## src/rtl/reorder_buffer_pkg.sv

```systemverilog
// Shared ROB types: entry state encoding, data/register widths, lookup result.
// Used by the reservation-station, CDB and register-file blocks.
package reorder_buffer_pkg;

  localparam int DATA_W = 16;
  localparam int REG_W  = 3;

  typedef enum logic [1:0] {
    ST_EMPTY = 2'd0,
    ST_BUSY  = 2'd1,
    ST_DONE  = 2'd2
  } entry_state_e;

  typedef struct packed {
    logic              ready;
    logic [DATA_W-1:0] value;
  } lookup_t;

endpackage

```

## src/rtl/reorder_buffer.sv

```systemverilog
// Reorder buffer: in-order allocate, CDB completion, in-order registered commit.
// Ports: alloc_* issue side, cdb_* broadcast, q_* operand lookup, commit_* retire.
module reorder_buffer
  import reorder_buffer_pkg::*;
#(
  parameter int DEPTH = 8,
  parameter int TAG_W = 4
) (
  input  logic              clock,
  input  logic              reset_n,
  input  logic              alloc_req,
  input  logic [REG_W-1:0]  alloc_dest,
  output logic [TAG_W-1:0]  alloc_tag,
  output logic              rob_full,
  input  logic              cdb_valid,
  input  logic [TAG_W-1:0]  cdb_tag,
  input  logic [DATA_W-1:0] cdb_value,
  input  logic [TAG_W-1:0]  q_tag_j,
  input  logic [TAG_W-1:0]  q_tag_k,
  output logic              q_ready_j,
  output logic              q_ready_k,
  output logic [DATA_W-1:0] q_value_j,
  output logic [DATA_W-1:0] q_value_k,
  output logic              commit_valid,
  output logic [REG_W-1:0]  commit_dest,
  output logic [DATA_W-1:0] commit_value,
  output logic [TAG_W-1:0]  commit_tag
);

  localparam int PTR_W = (DEPTH > 1) ? $clog2(DEPTH) : 1;
  localparam int CNT_W = $clog2(DEPTH + 1);

  localparam logic [PTR_W-1:0] LAST    = PTR_W'(DEPTH - 1);
  localparam logic [CNT_W-1:0] FULL_C  = CNT_W'(DEPTH);
  localparam logic [TAG_W-1:0] MAX_TAG = TAG_W'(DEPTH);
  localparam logic [TAG_W-1:0] ONE_TAG = TAG_W'(1);

  entry_state_e      r_state [DEPTH];
  logic [REG_W-1:0]  r_dest  [DEPTH];
  logic [DATA_W-1:0] r_value [DEPTH];

  logic [PTR_W-1:0]  r_head;
  logic [PTR_W-1:0]  r_tail;
  logic [CNT_W-1:0]  r_count;

  logic              r_commit_valid;
  logic [REG_W-1:0]  r_commit_dest;
  logic [DATA_W-1:0] r_commit_value;
  logic [TAG_W-1:0]  r_commit_tag;

  logic              w_full;
  logic              w_alloc;
  logic              w_commit;
  logic              w_cdb_hit;
  logic [PTR_W-1:0]  w_cdb_idx;
  lookup_t           w_look_j;
  lookup_t           w_look_k;

  function automatic logic [PTR_W-1:0] f_inc(
    input logic [PTR_W-1:0] p
  );
    return (p == LAST) ? '0 : p + 1'b1;
  endfunction

  function automatic logic f_in_range(
    input logic [TAG_W-1:0] t
  );
    return (t != '0) && (t <= MAX_TAG);
  endfunction

  // Tags are index + 1 so that tag 0 can mean "value ready".
  function automatic logic [PTR_W-1:0] f_idx(
    input logic [TAG_W-1:0] t
  );
    return PTR_W'(t - ONE_TAG);
  endfunction

  function automatic logic [TAG_W-1:0] f_tag(
    input logic [PTR_W-1:0] p
  );
    return TAG_W'(p) + ONE_TAG;
  endfunction

  // Stored DONE value wins over the same-cycle CDB bypass.
  function automatic lookup_t f_lookup(
    input logic [TAG_W-1:0] t
  );
    lookup_t r;
    r.ready = 1'b0;
    r.value = '0;
    if (t == '0) begin
      r.ready = 1'b1;
    end else if (f_in_range(t) &&
                 r_state[f_idx(t)] == ST_DONE) begin
      r.ready = 1'b1;
      r.value = r_value[f_idx(t)];
    end else if (cdb_valid && cdb_tag == t) begin
      r.ready = 1'b1;
      r.value = cdb_value;
    end
    return r;
  endfunction

  always_comb begin
    w_full    = (r_count == FULL_C);
    w_alloc   = alloc_req && !w_full;
    w_commit  = (r_state[r_head] == ST_DONE);
    w_cdb_idx = f_idx(cdb_tag);
    w_cdb_hit = cdb_valid && f_in_range(cdb_tag) &&
                (r_state[w_cdb_idx] == ST_BUSY);
    w_look_j  = f_lookup(q_tag_j);
    w_look_k  = f_lookup(q_tag_k);
  end

  assign alloc_tag    = f_tag(r_tail);
  assign rob_full     = w_full;
  assign q_ready_j    = w_look_j.ready;
  assign q_value_j    = w_look_j.value;
  assign q_ready_k    = w_look_k.ready;
  assign q_value_k    = w_look_k.value;
  assign commit_valid = r_commit_valid;
  assign commit_dest  = r_commit_dest;
  assign commit_value = r_commit_value;
  assign commit_tag   = r_commit_tag;

  // Alloc targets an EMPTY tail, CDB a BUSY entry and commit a DONE
  // head, so the three writes never land on the same entry.
  always_ff @(posedge clock or negedge reset_n) begin
    if (!reset_n) begin
      for (int i = 0; i < DEPTH; i++) begin
        r_state[i] <= ST_EMPTY;
        r_dest[i]  <= '0;
        r_value[i] <= '0;
      end
      r_head         <= '0;
      r_tail         <= '0;
      r_count        <= '0;
      r_commit_valid <= 1'b0;
      r_commit_dest  <= '0;
      r_commit_value <= '0;
      r_commit_tag   <= '0;
    end else begin
      if (w_alloc) begin
        r_state[r_tail] <= ST_BUSY;
        r_dest[r_tail]  <= alloc_dest;
        r_tail          <= f_inc(r_tail);
      end

      if (w_cdb_hit) begin
        r_state[w_cdb_idx] <= ST_DONE;
        r_value[w_cdb_idx] <= cdb_value;
      end

      if (w_commit) begin
        r_state[r_head] <= ST_EMPTY;
        r_head          <= f_inc(r_head);
        r_commit_valid  <= 1'b1;
        r_commit_dest   <= r_dest[r_head];
        r_commit_value  <= r_value[r_head];
        r_commit_tag    <= f_tag(r_head);
      end else begin
        r_commit_valid  <= 1'b0;
        r_commit_dest   <= '0;
        r_commit_value  <= '0;
        r_commit_tag    <= '0;
      end

      case ({w_alloc, w_commit})
        2'b10:   r_count <= r_count + 1'b1;
        2'b01:   r_count <= r_count - 1'b1;
        default: r_count <= r_count;
      endcase
    end
  end

endmodule

```

## config.mk

```make
export PLATFORM = sky130hd
export DESIGN_NAME = reorder_buffer
export DESIGN_NICKNAME = d
export VERILOG_FILES = /design/src/rtl/reorder_buffer_pkg.sv /design/src/rtl/reorder_buffer.sv
export SDC_FILE = /design/constraint.sdc
export NUM_CORES = 1
export LEC_CHECK = 0
export BUFFER_PORTS_ARGS = -buffer_cell sky130_fd_sc_hd__buf_2
export CORE_UTILIZATION = 30
export CTS_CLUSTER_DIAMETER = 200
export DETAILED_ROUTE_END_ITERATION = 8
export PLACE_DENSITY = 0.57
export SKIP_CTS_REPAIR_TIMING = 1
export SYNTH_ARGS = -nofsm -noshare
export SYNTH_HDL_FRONTEND = slang
export SYNTH_SLANG_ARGS = --single-unit
```

## constraint.sdc

```tcl
create_clock -name clock -period 6.8 [get_ports clock]
set_input_delay 0.34 -clock clock [delete_from_list [all_inputs] [get_ports clock]]
set_output_delay 0.34 -clock clock [all_outputs]
set_load 0.05 [all_outputs]
```

==> impl_metrics.tcl, run 1 <==
set metrics [dict create \
    synth_top_area_share_pct 41.5 \
    fp.coreArea_mm2 0.0399 \
    crit_top_cell "buf_4" \
    die_area_mm2 0.0414 \
    synthMuxAreaShare_pct 38.7 \
    critPathKind "in2out" \
    insertion_delay_ns 0.54 \
    whs_path_depth 2 \
    fillerInstances 3863 \
    cts-htree-levels 1 \
    drv_slew 0 \
    num_rows 73 \
    async_flop_share_pct 100 \
    pwr-share-clk_pct 22.2 \
    synth_nets 988 \
    dpl.cell_count 1506 \
    cts.path.max_buffers 3 \
    cts.sinks 202 \
    seq_area_frac_synth_pct 41.5 \
    required_ns 6.46 \
    die_w_um 204 \
    peakVddDrop_uv 176 \
    drive_above_1_share_pct 39.6 \
    synth-edff-count 0 \
    tightest_slew_ns 1.14 \
    yosys_warnings 0 \
    power_frac_comb_pct 40.0 \
    power_w 0.00587 \
    wl_per_cell_um 22.2 \
    cts_root_buf "clkbuf_16" \
    cp_data_arrival_time_ns 4.04 \
    critical-path-max-stage-delay_ns 0.77 \
    num_io_pins 98 \
    wl_um 34600 \
    synth-compound-area-share_pct 4.45 \
    grt_max_degree 79 \
    total_leakage_power_nw 6.05 \
    clk_pin_slew_ns 0.06 \
    postRouteAntennaNets 0 \
    p_sw_share_pct 36.1 \
    start_kind "primary input" \
    fin_skew_ns 0.0309 \
    worst_setup_path_end_kind "output port" \
    synth_top_cells_by_area "dfrtp_1 41%, mux4_2 20%, mux2_2 11%, mux2i_1 4.6%, mux2_1 3.7%" \
    period_share_pct 64.4 \
    reg2regPathDepth 12 \
    finalCriticalPeriod_ns 4.38 \
    initial_core_util_pct 30.5 \
    synth_top_family_by_area "multiplexers" \
    gp_congestion 0.802 \
    min_path_type "in2reg" \
    syn_area_per_cell_um2 13.0 \
    switching_power_w 0.00212 \
    hold_violations 0 \
    yosys.area_share.simple_pct 9.16 \
    relSlewSlack_pct 23.8 \
    synthAdderAreaFrac_pct 1.23 \
    grt-ovfl-total 0 \
    ys.flop_type "dfrtp_1" \
    cp_slowest_cell "a2111oi_4" \
    drc 0 \
    power_density_mw_per_mm2 419 \
    status "completed" \
    netlist_area_mm2 0.0122 \
    layout.cells.non_filler 1553 \
    dp_hpwl_um 22100 \
    fmax_mhz 228 \
    drv_cap 0 \
    num_vias 8158 \
    cts_tree "done" \
    path_max_fanout 36 \
    path_buf_inv 6 \
    die_h_um 204 \
    nets 1055 \
    post_drt_via_cell_ratio 5.25 \
    rsz0062_at_grt "no" \
    seqPwrFrac_pct 37.9 \
    synth_cells 941 \
    synth_cell_types 56 \
    synth_xor_area_share_pct 1.65 \
    yosysTopAreaCell "dfrtp_1" \
    drt-initial-drc-count 433 \
    first_pass_iters 4 \
    timing.final.setup_violations 0 \
    internal_power_w 0.00375 \
    worstPathCellList "buf_2 > buf_4 > inv_1 > ha_1 > xor2_2 > buf_4 > nand2_1 > o22ai_1 > a2111oi_4 > buf_4 > mux2i_1 > buf_2" \
    antenna_found_initial 8 \
    grt_pass1_wl_um 53200 \
    grt_pass1_vias 8471 \
    ys_ff_latch 202 \
    fin_tns_setup_ns 0 \
    crit_cells 12 \
    grt.total_usage_pct 17.1 \
    cp_top_family "buffers and inverters" \
    io_buffers 97 \
    area_growth_pct 15.0 \
    numCtsBuffers 24 \
]
cells in the mapped netlist (all sizes together), types with 3 or more instances:
cell	n
dfrtp	202
mux2	155
nand2	118
mux4	107
mux2i	56
clkbuf	40
buf	36
a21o	34
nor2	34
inv	20
nand2b	16
a21oi	14
xnor2	14
ha	12
nand3	10
nor2b	7
o21ai	6
xor2	6
nor3	5
or3	5
a21boi	4
and2	4
nand4	4
a211oi	3
o22ai	3
power groups by stage:
stage	Sequential (W)	Clock (W)	Combinational [W]
after floorplan	0.00213	0	0.00185
after global placement	0.00221	0	0.00234
after detailed placement	0.00223	0	0.00237
after CTS	0.00221	0.00134	0.00238
after global routing	0.00230	0.00139	0.00253
final	0.00222	0.00130	0.00234
worst reg2reg max path: cells and delay by family, from the launching register on:
family / cells / cell delay, ns
buffers and inverters: 2 / 0.71
multiplexers: 1 / 0.51
flip-flops: 1 / 0.74
XOR/XNOR: 3 / 0.40
adder cells (fa/ha/maj): 2 / 0.48
AND/OR/NAND/NOR: 2 / 0.18
AO/OA/AOI/OAI: 2 / 0.33
stage by stage:
stage | setup WS, ns | utilization, % | hold WS [ns] | area (um^2)
finish | 2.42 | 35.1 | 0.146 | 14000
global route | 2.09 | 35.1 | 0.143 | 14000
CTS | 2.30 | 35.1 | -0.178 | 14000
detailed placement | 2.31 | 33.0 | 0.376 | 13200
global placement | 2.43 | 33.0 | 0.375 | 13200
floorplan | 3.31 | - | 0.0444 | 12200
routing by layer:
| layer | GRT usage, % | up-vias | wire (um) |
|---|---|---|---|
| met5 | 0 | - | 69 |
| met3 | 3.93 | 66 | 1920 |
| met2 | 27.3 | 215 | 16600 |
| met4 | 5.83 | 10 | 965 |
| met1 | 22.7 | 4239 | 15000 |
| li1 | - | 3628 | - |
cell type report:
type	count	area [um^2]	area share [%]
Timing Repair Buffer	117	647	4.62
Tap cell	525	657	4.69
Antenna cell	3	7.51	0.0536
Sequential cell	202	5060	36.1
Clock buffer	30	663	4.73
Inverter	20	75.1	0.536
Clock inverter	13	144	1.03
Multi-Input combinational cell	643	6760	48.3
sequential cells by signal, indices dropped and copies added (netlist names):
register,flops
commit_dest,3
commit_value,16
r_tail,3
r_value,128
r_count,4
r_head,3
r_state,16
r_dest,24
commit_valid,1
commit_tag,4
path summary, 6_finish.rpt:
| path | from | to | slack (ns) |
|---|---|---|---|
| setup / recovery | q_tag_j[0] | q_value_j[7] | 2.42 |
| hold / removal | alloc_dest[2] | r_dest[11]$_DFFE_PN0P_ | 0.15 |
| setup reg to reg | r_head[2]$_DFFE_PN0P_ | r_count[2]$_DFFE_PN0P_ | 3.34 |
| hold reg to reg | r_count[3]$_DFFE_PN0P_ | r_count[3]$_DFFE_PN0P_ | 0.46 |
| max in group asynchronous | reset_n | r_value[119]$_DFFE_PN0P_ | 4.96 |
| min in group asynchronous | reset_n | commit_value[4]$_DFF_PN0_ | 0.36 |
cell usage in the layout (no fill, tap or decap), drive strengths merged, types with 2 or more instances in the layout:
cell / count
dfrtp: 202
mux2: 155
nand2: 118
buf: 115
mux4: 107
mux2i: 56
a21o: 34
nor2: 34
clkbuf: 31
inv: 20
nand2b: 16
a21oi: 14
xnor2: 14
ha: 12
nand3: 10
nor2b: 7
clkinv: 7
o21ai: 6
xor2: 6
or3: 5
nor3: 5
and2: 4
a21boi: 4
clkinvlp: 4
nand4: 4
diode: 3
o22ai: 3
a211oi: 3
nor3b: 2
and4b: 2
or4: 2
nor4b: 2
nand4b: 2
and4: 2
o211a: 2
nand3b: 2
bufinv: 2
cell families (layout without fill, tap and decap cells):
kind of cell             after synthesis  in the layout
AO/OA/AOI/OAI                         70             70
adder cells (fa/ha/maj)               12             12
AND/OR/NAND/NOR                      223            223
other                                  0              3
flip-flops                           202            202
XOR/XNOR                              20             20
buffers and inverters                 96            180
multiplexers                         318            318
Note: power is estimated with default switching activity, not from simulation.
==> run 2, diff against run 1 <==
ABC_AREA = 1   (was unset)
clock period = 4.4 ns   (was 6.8 ns; I/O delays follow)
==> impl_metrics.tcl, run 2 <==
set metrics [dict create \
    synth_cells 2001 \
    ys_ff_latch 202 \
    drv_cap 0 \
    cts_root_buf "clkbuf_16" \
    wl_um 51400 \
    tightest_slew_ns 1.09 \
    synth_top_area_share_pct 38.6 \
    insertion_delay_ns 0.54 \
    ys.flop_type "dfrtp_1" \
    synth_common_cells "802 x nand2_1, 235 x nand3_1, 202 x dfrtp_1" \
    layout_common_cells "802 x nand2_1, 235 x nand3_1, 201 x dfrtp_1" \
    seq_area_frac_synth_pct 38.6 \
    worstHoldStart "cdb_value[3]" \
    hold_violations 0 \
    peakVddDrop_uv 342 \
    initial_core_util_pct 30.4 \
    die_w_um 211 \
    synth_top_cells_by_area "dfrtp_1 39%, nand2_1 23%, nand3_1 9.0%, o21ai_0 5.3%, a21oi_1 5.1%" \
    start_kind "primary input" \
    rsz0062_at_grt "no" \
    min_path_type "in2reg" \
    layout.cells.non_filler 2630 \
    critPathKind "in2out" \
    largest_register_ffs 128 \
    whs_path_depth 3 \
    die_area_mm2 0.0445 \
    postRouteAntennaNets 0 \
    wl_per_cell_um 19.6 \
    grt_pass1_vias 12987 \
    regArea_mm2 0.00506 \
    status "completed" \
    num_vias 13934 \
    fillerInstances 4551 \
    nets 2073 \
    fin_skew_ns 0.0118 \
    synth.most_common_cell "nand2_1" \
    numCtsBuffers 24 \
    first_pass_iters 6 \
    period_share_pct 75.0 \
    num_io_pins 98 \
    post_drt_via_cell_ratio 5.30 \
    relSlewSlack_pct 26.9 \
    cts.path.max_buffers 3 \
    drt-initial-drc-count 1617 \
    timing.final.setup_violations 0 \
    cp_data_arrival_time_ns 3.08 \
    power_density_mw_per_mm2 643 \
    cts_tree "done" \
    path_max_fanout 33 \
    worstHoldEndpoint "r_value[99]$_DFFE_PN0P_" \
    antenna_found_initial 0 \
    gp_congestion 0.893 \
    reg.largest.list "r_value: 128 flops, r_dest: 24 flops" \
    fin_tns_setup_ns 0 \
    synth-edff-count 0 \
    ff2ff_setup_slack_ns 1.32 \
    grt-ovfl-total 0 \
    netlist_area_mm2 0.0131 \
    syn_area_per_cell_um2 6.55 \
    grt_pass1_wl_um 79200 \
    num_rows 76 \
    drc 0 \
    fmax_mhz 303 \
    worst_setup_path_end_kind "output port" \
    async_flop_share_pct 100 \
    dpl.cell_count 2584 \
    grt.total_usage_pct 23.1 \
    reg2reg_from "r_head[0]$_DFFE_PN0P_" \
    grt_max_degree 116 \
    multiInputGateArea_mm2 0.00697 \
    clk_pin_slew_ns 0.06 \
    yosys_warnings 0 \
    required_ns 4.18 \
    synth_nets 2048 \
    synth_cell_types 33 \
    fp.coreArea_mm2 0.0431 \
    regToRegEndpoint "r_count[2]$_DFFE_PN0P_" \
    total_leakage_power_nw 7.64 \
    area_growth_pct 13.9 \
    drive_above_1_share_pct 9.98 \
    die_h_um 211 \
    power_w 0.00959 \
    layout_commonest_cell "nand2_1" \
    drv_slew 0 \
    reg2regPathDepth 13 \
    regMostFlops "r_value" \
    dp_hpwl_um 32900 \
    cts.sinks 202 \
    cts-htree-levels 1 \
    finalCriticalPeriod_ns 3.30 \
    yosysTopAreaCell "dfrtp_1" \
    io_buffers 97 \
]
## run 2: changes by cell type after synthesis, sizes merged, moves of 21 or more
cell,previous run,this run
a21o,34,0
a21oi,14,139
clkbuf,40,83
inv,20,115
mux2,155,0
mux2i,56,0
mux4,107,0
nand2,118,804
nand3,10,236
nand4,4,47
nor2,34,104
o21ai,6,140
o22ai,3,24
## run 2: report_power, final
| group | internal (W) | switching [W] |
|---|---|---|
| Clock | 0.00140 | 0.000865 |
| Sequential | 0.00261 | 0.000703 |
| Combinational | 0.00117 | 0.00285 |
| Total | 0.00517 | 0.00442 |
## run 2: per-stage QoR
step           area (um^2)  hold slack (ns)  util [%]  worst slack, ns
2_1_floorplan        13100          -0.0756         -             1.29
3_3_place_gp         14000            0.450      32.5             1.23
3_5_place_dp         14000            0.460      32.5             1.10
4_1_cts              14900           -0.110      34.6             1.10
5_1_grt              14900           0.0566      34.6            0.785
6_report             14900           0.0642      34.6             1.10
## run 2: worst max path at each step
stage	from	end	slack (ns)	cells after the start
after global placement	q_tag_k[0]	q_value_k[13]	1.23	12
after CTS	q_tag_k[0]	q_value_k[10]	1.10	12
final	q_tag_k[0]	q_value_k[10]	1.10	12
after floorplan	q_tag_k[0]	q_value_k[11]	1.29	15
after detailed placement	q_tag_k[0]	q_value_k[10]	1.10	12
after global routing	q_tag_k[0]	q_value_k[10]	0.78	12
## run 2: final cells by class
cell class,count,share of cell area [%]
multi-input cells,1542,46.7
flip-flops and latches,202,33.9
repair buffers,133,5.39
well taps,585,4.91
clock buffers,32,4.64
inverters,123,3.09
clock inverters,12,1.31
diodes,1,0.0168
## run 2: metal layers
metal / track usage (%) / vias to the layer above / wire length, um
met5: 0 / - / 0
met4: 9.37 / 0 / 1900
met3: 3.14 / 124 / 4000
met2: 36.8 / 649 / 23400
met1: 31.5 / 6594 / 22200
li1: - / 6567 / -
## run 2: cell families (layout without fill, tap and decap cells)
logic type / after synthesis / in the layout / synth area share [%]
AOI/OAI and AO/OA: 307 / 307 / 12.2
xor gates and xnor gates: 8 / 8 / 0.592
adders and majority gates: 12 / 12 / 1.15
buffers and inverters: 257 / 300 / 8.26
DFF: 202 / 202 / 38.6
other: 0 / 1 / 0
and+or+nand+nor: 1215 / 1215 / 39.2
## run 2: critical path: stages
cell and delay [ns]:
buf_2 0.09, clkinv_1 0.07, ha_1 0.58, inv_2 0.38
nand3_1 0.18, nand2_1 0.07, a21oi_1 0.13, nand2_1 0.63
nand2_1 0.25, nand2_1 0.07, nor2_1 0.10, buf_2 0.27
==> run 3, diff against run 2 <==
ABC_AREA = 0   (was 1)
clock period = 3.1 ns   (was 4.4 ns; I/O delays follow)
==> impl_metrics.tcl, run 3 (synthesis results as in run 1) <==
set metrics [dict create \
    status "finished, violations left" \
    violations "hold timing" \
    path_max_fanout 9 \
    nets 1085 \
    stdcell_area_mm2 0.0144 \
    worst_setup_path_end_kind "output port" \
    num_io_pins 98 \
    postRouteAntennaNets 0 \
    clk_pin_slew_ns 0.06 \
    finalCriticalPeriod_ns 2.96 \
    min_path_type "in2reg" \
    tightest_slew_ns 0.890 \
    gp_congestion 0.779 \
    grt-ovfl-total 0 \
    insertion_delay_ns 0.55 \
    placed_cell_area_mm2 0.0134 \
    fmax_mhz 337 \
    grt_pass1_wl_um 53300 \
    drv_slew 0 \
    drt-initial-drc-count 520 \
    drive_above_1_share_pct 40.4 \
    startpoint "r_state[4]$_DFF_PN0_" \
    cts-htree-levels 1 \
    num_rows 73 \
    grt_max_degree 100 \
    wl_um 34500 \
    timing.final.setup_violations 0 \
    die_area_mm2 0.0414 \
    hold_slack_ns -0.00667 \
    numCtsBuffers 26 \
    die_h_um 204 \
    cts_tree "done" \
    area_growth_pct 18.4 \
    period_share_pct 95.6 \
    peakVddDrop_uv 440 \
    cts.sinks 202 \
    total_leakage_power_nw 6.26 \
    start_kind "flop" \
    reg.largest.list "r_value: 128 flops, r_dest: 24 flops" \
    largest_register_ffs 128 \
    io_buffers 97 \
    cts_root_buf "clkbuf_16" \
    fin_skew_ns 0.0311 \
    rsz0062_at_grt "no" \
    antenna_found_initial 6 \
    dp_hpwl_um 22400 \
    seqPwrFrac_pct 36.6 \
    internal_power_w 0.00855 \
    setup_ws_ns 0.137 \
    post_drt_via_cell_ratio 5.22 \
    worstHoldStart "cdb_value[11]" \
    drc 0 \
    p_sw_share_pct 35.3 \
    layout.cells.non_filler 1585 \
    hold_violations 4 \
    pwr-share-clk_pct 23.9 \
    cp_data_arrival_time_ns 2.81 \
    required_ns 2.94 \
    power_density_mw_per_mm2 916 \
    dpl.cell_count 1522 \
    die_w_um 204 \
    wl_per_cell_um 21.7 \
    switching_power_w 0.00467 \
    num_vias 8273 \
    cts.path.max_buffers 3 \
    fp.coreArea_mm2 0.0399 \
    grt.total_usage_pct 16.9 \
    critPathKind "reg2out" \
    drv_cap 0 \
    first_pass_iters 5 \
    relSlewSlack_pct 40.7 \
    grt_pass1_vias 8555 \
    layout_common_cells "199 x dfrtp_1, 118 x nand2_1, 115 x mux2_2" \
    reg2reg_from "r_head[2]$_DFFE_PN0P_" \
    initial_core_util_pct 30.5 \
    layout_commonest_cell "dfrtp_1" \
    power_frac_comb_pct 39.5 \
    regMostFlops "r_value" \
    dp_slack_ns 0.269 \
]
## run 3: cell type report
type	instances	area [um^2]
inverters	20	75.1
clock inverters	10	153
clock buffers	38	766
fillers	3815	25500
diodes	2	5.00
flip-flops and latches	202	5060
well taps	525	657
multi-input cells	643	6750
repair buffers	145	966
## run 3: critical path, stage by stage (launching register included)
cell and delay [ns]:
dfrtp_1 0.44, nand2b_1 0.25, mux4_2 0.51, o22ai_4 0.18
buf_12 0.17, buf_4 0.12, mux2i_1 0.28, buf_2 0.32
## run 3: metrics by stage
| step | TNS, ns | utilization (%) | total power (W) |
|---|---|---|---|
| floorplan | -0.226 | - | 0.00874 |
| global placement | 0 | 33.5 | 0.00996 |
| detailed placement | 0 | 33.5 | 0.0101 |
| CTS | -0.782 | 35.8 | 0.0133 |
| global route | 0 | 36.2 | 0.0140 |
| finish | 0 | 36.2 | 0.0132 |
## run 3: worst paths after layout
check	slack, ns	depth (start not counted)	end
max in group asynchronous	1.91	3	r_head[0]$_DFFE_PN0P_
max reg2reg	0.27	11	r_count[2]$_DFFE_PN0P_
min reg2reg	0.48	1	r_count[3]$_DFFE_PN0P_
min	-0.007	2	r_value[27]$_DFFE_PN0P_
min in group asynchronous	0.29	2	r_value[68]$_DFFE_PN0P_
max	0.14	7	q_value_k[9]
## run 3: routing by layer
| metal | GRT usage (%) | share of wire [%] | up-vias |
|---|---|---|---|
| met5 | 0 | 0.16 | - |
| met1 | 22.9 | 44 | 4275 |
| met2 | 27.3 | 47 | 243 |
| li1 | - | - | 3684 |
| met4 | 5.91 | 3.2 | 8 |
| met3 | 2.92 | 5.9 | 63 |
## run 3: power by group through the flow
stage               Combinational [W]  Sequential (W)  Clock, W
finish                        0.00522         0.00484   0.00316
floorplan                     0.00407         0.00467         0
CTS                           0.00526         0.00481   0.00324
global placement              0.00517         0.00479         0
global route                  0.00562         0.00500   0.00334
detailed placement            0.00524         0.00485         0
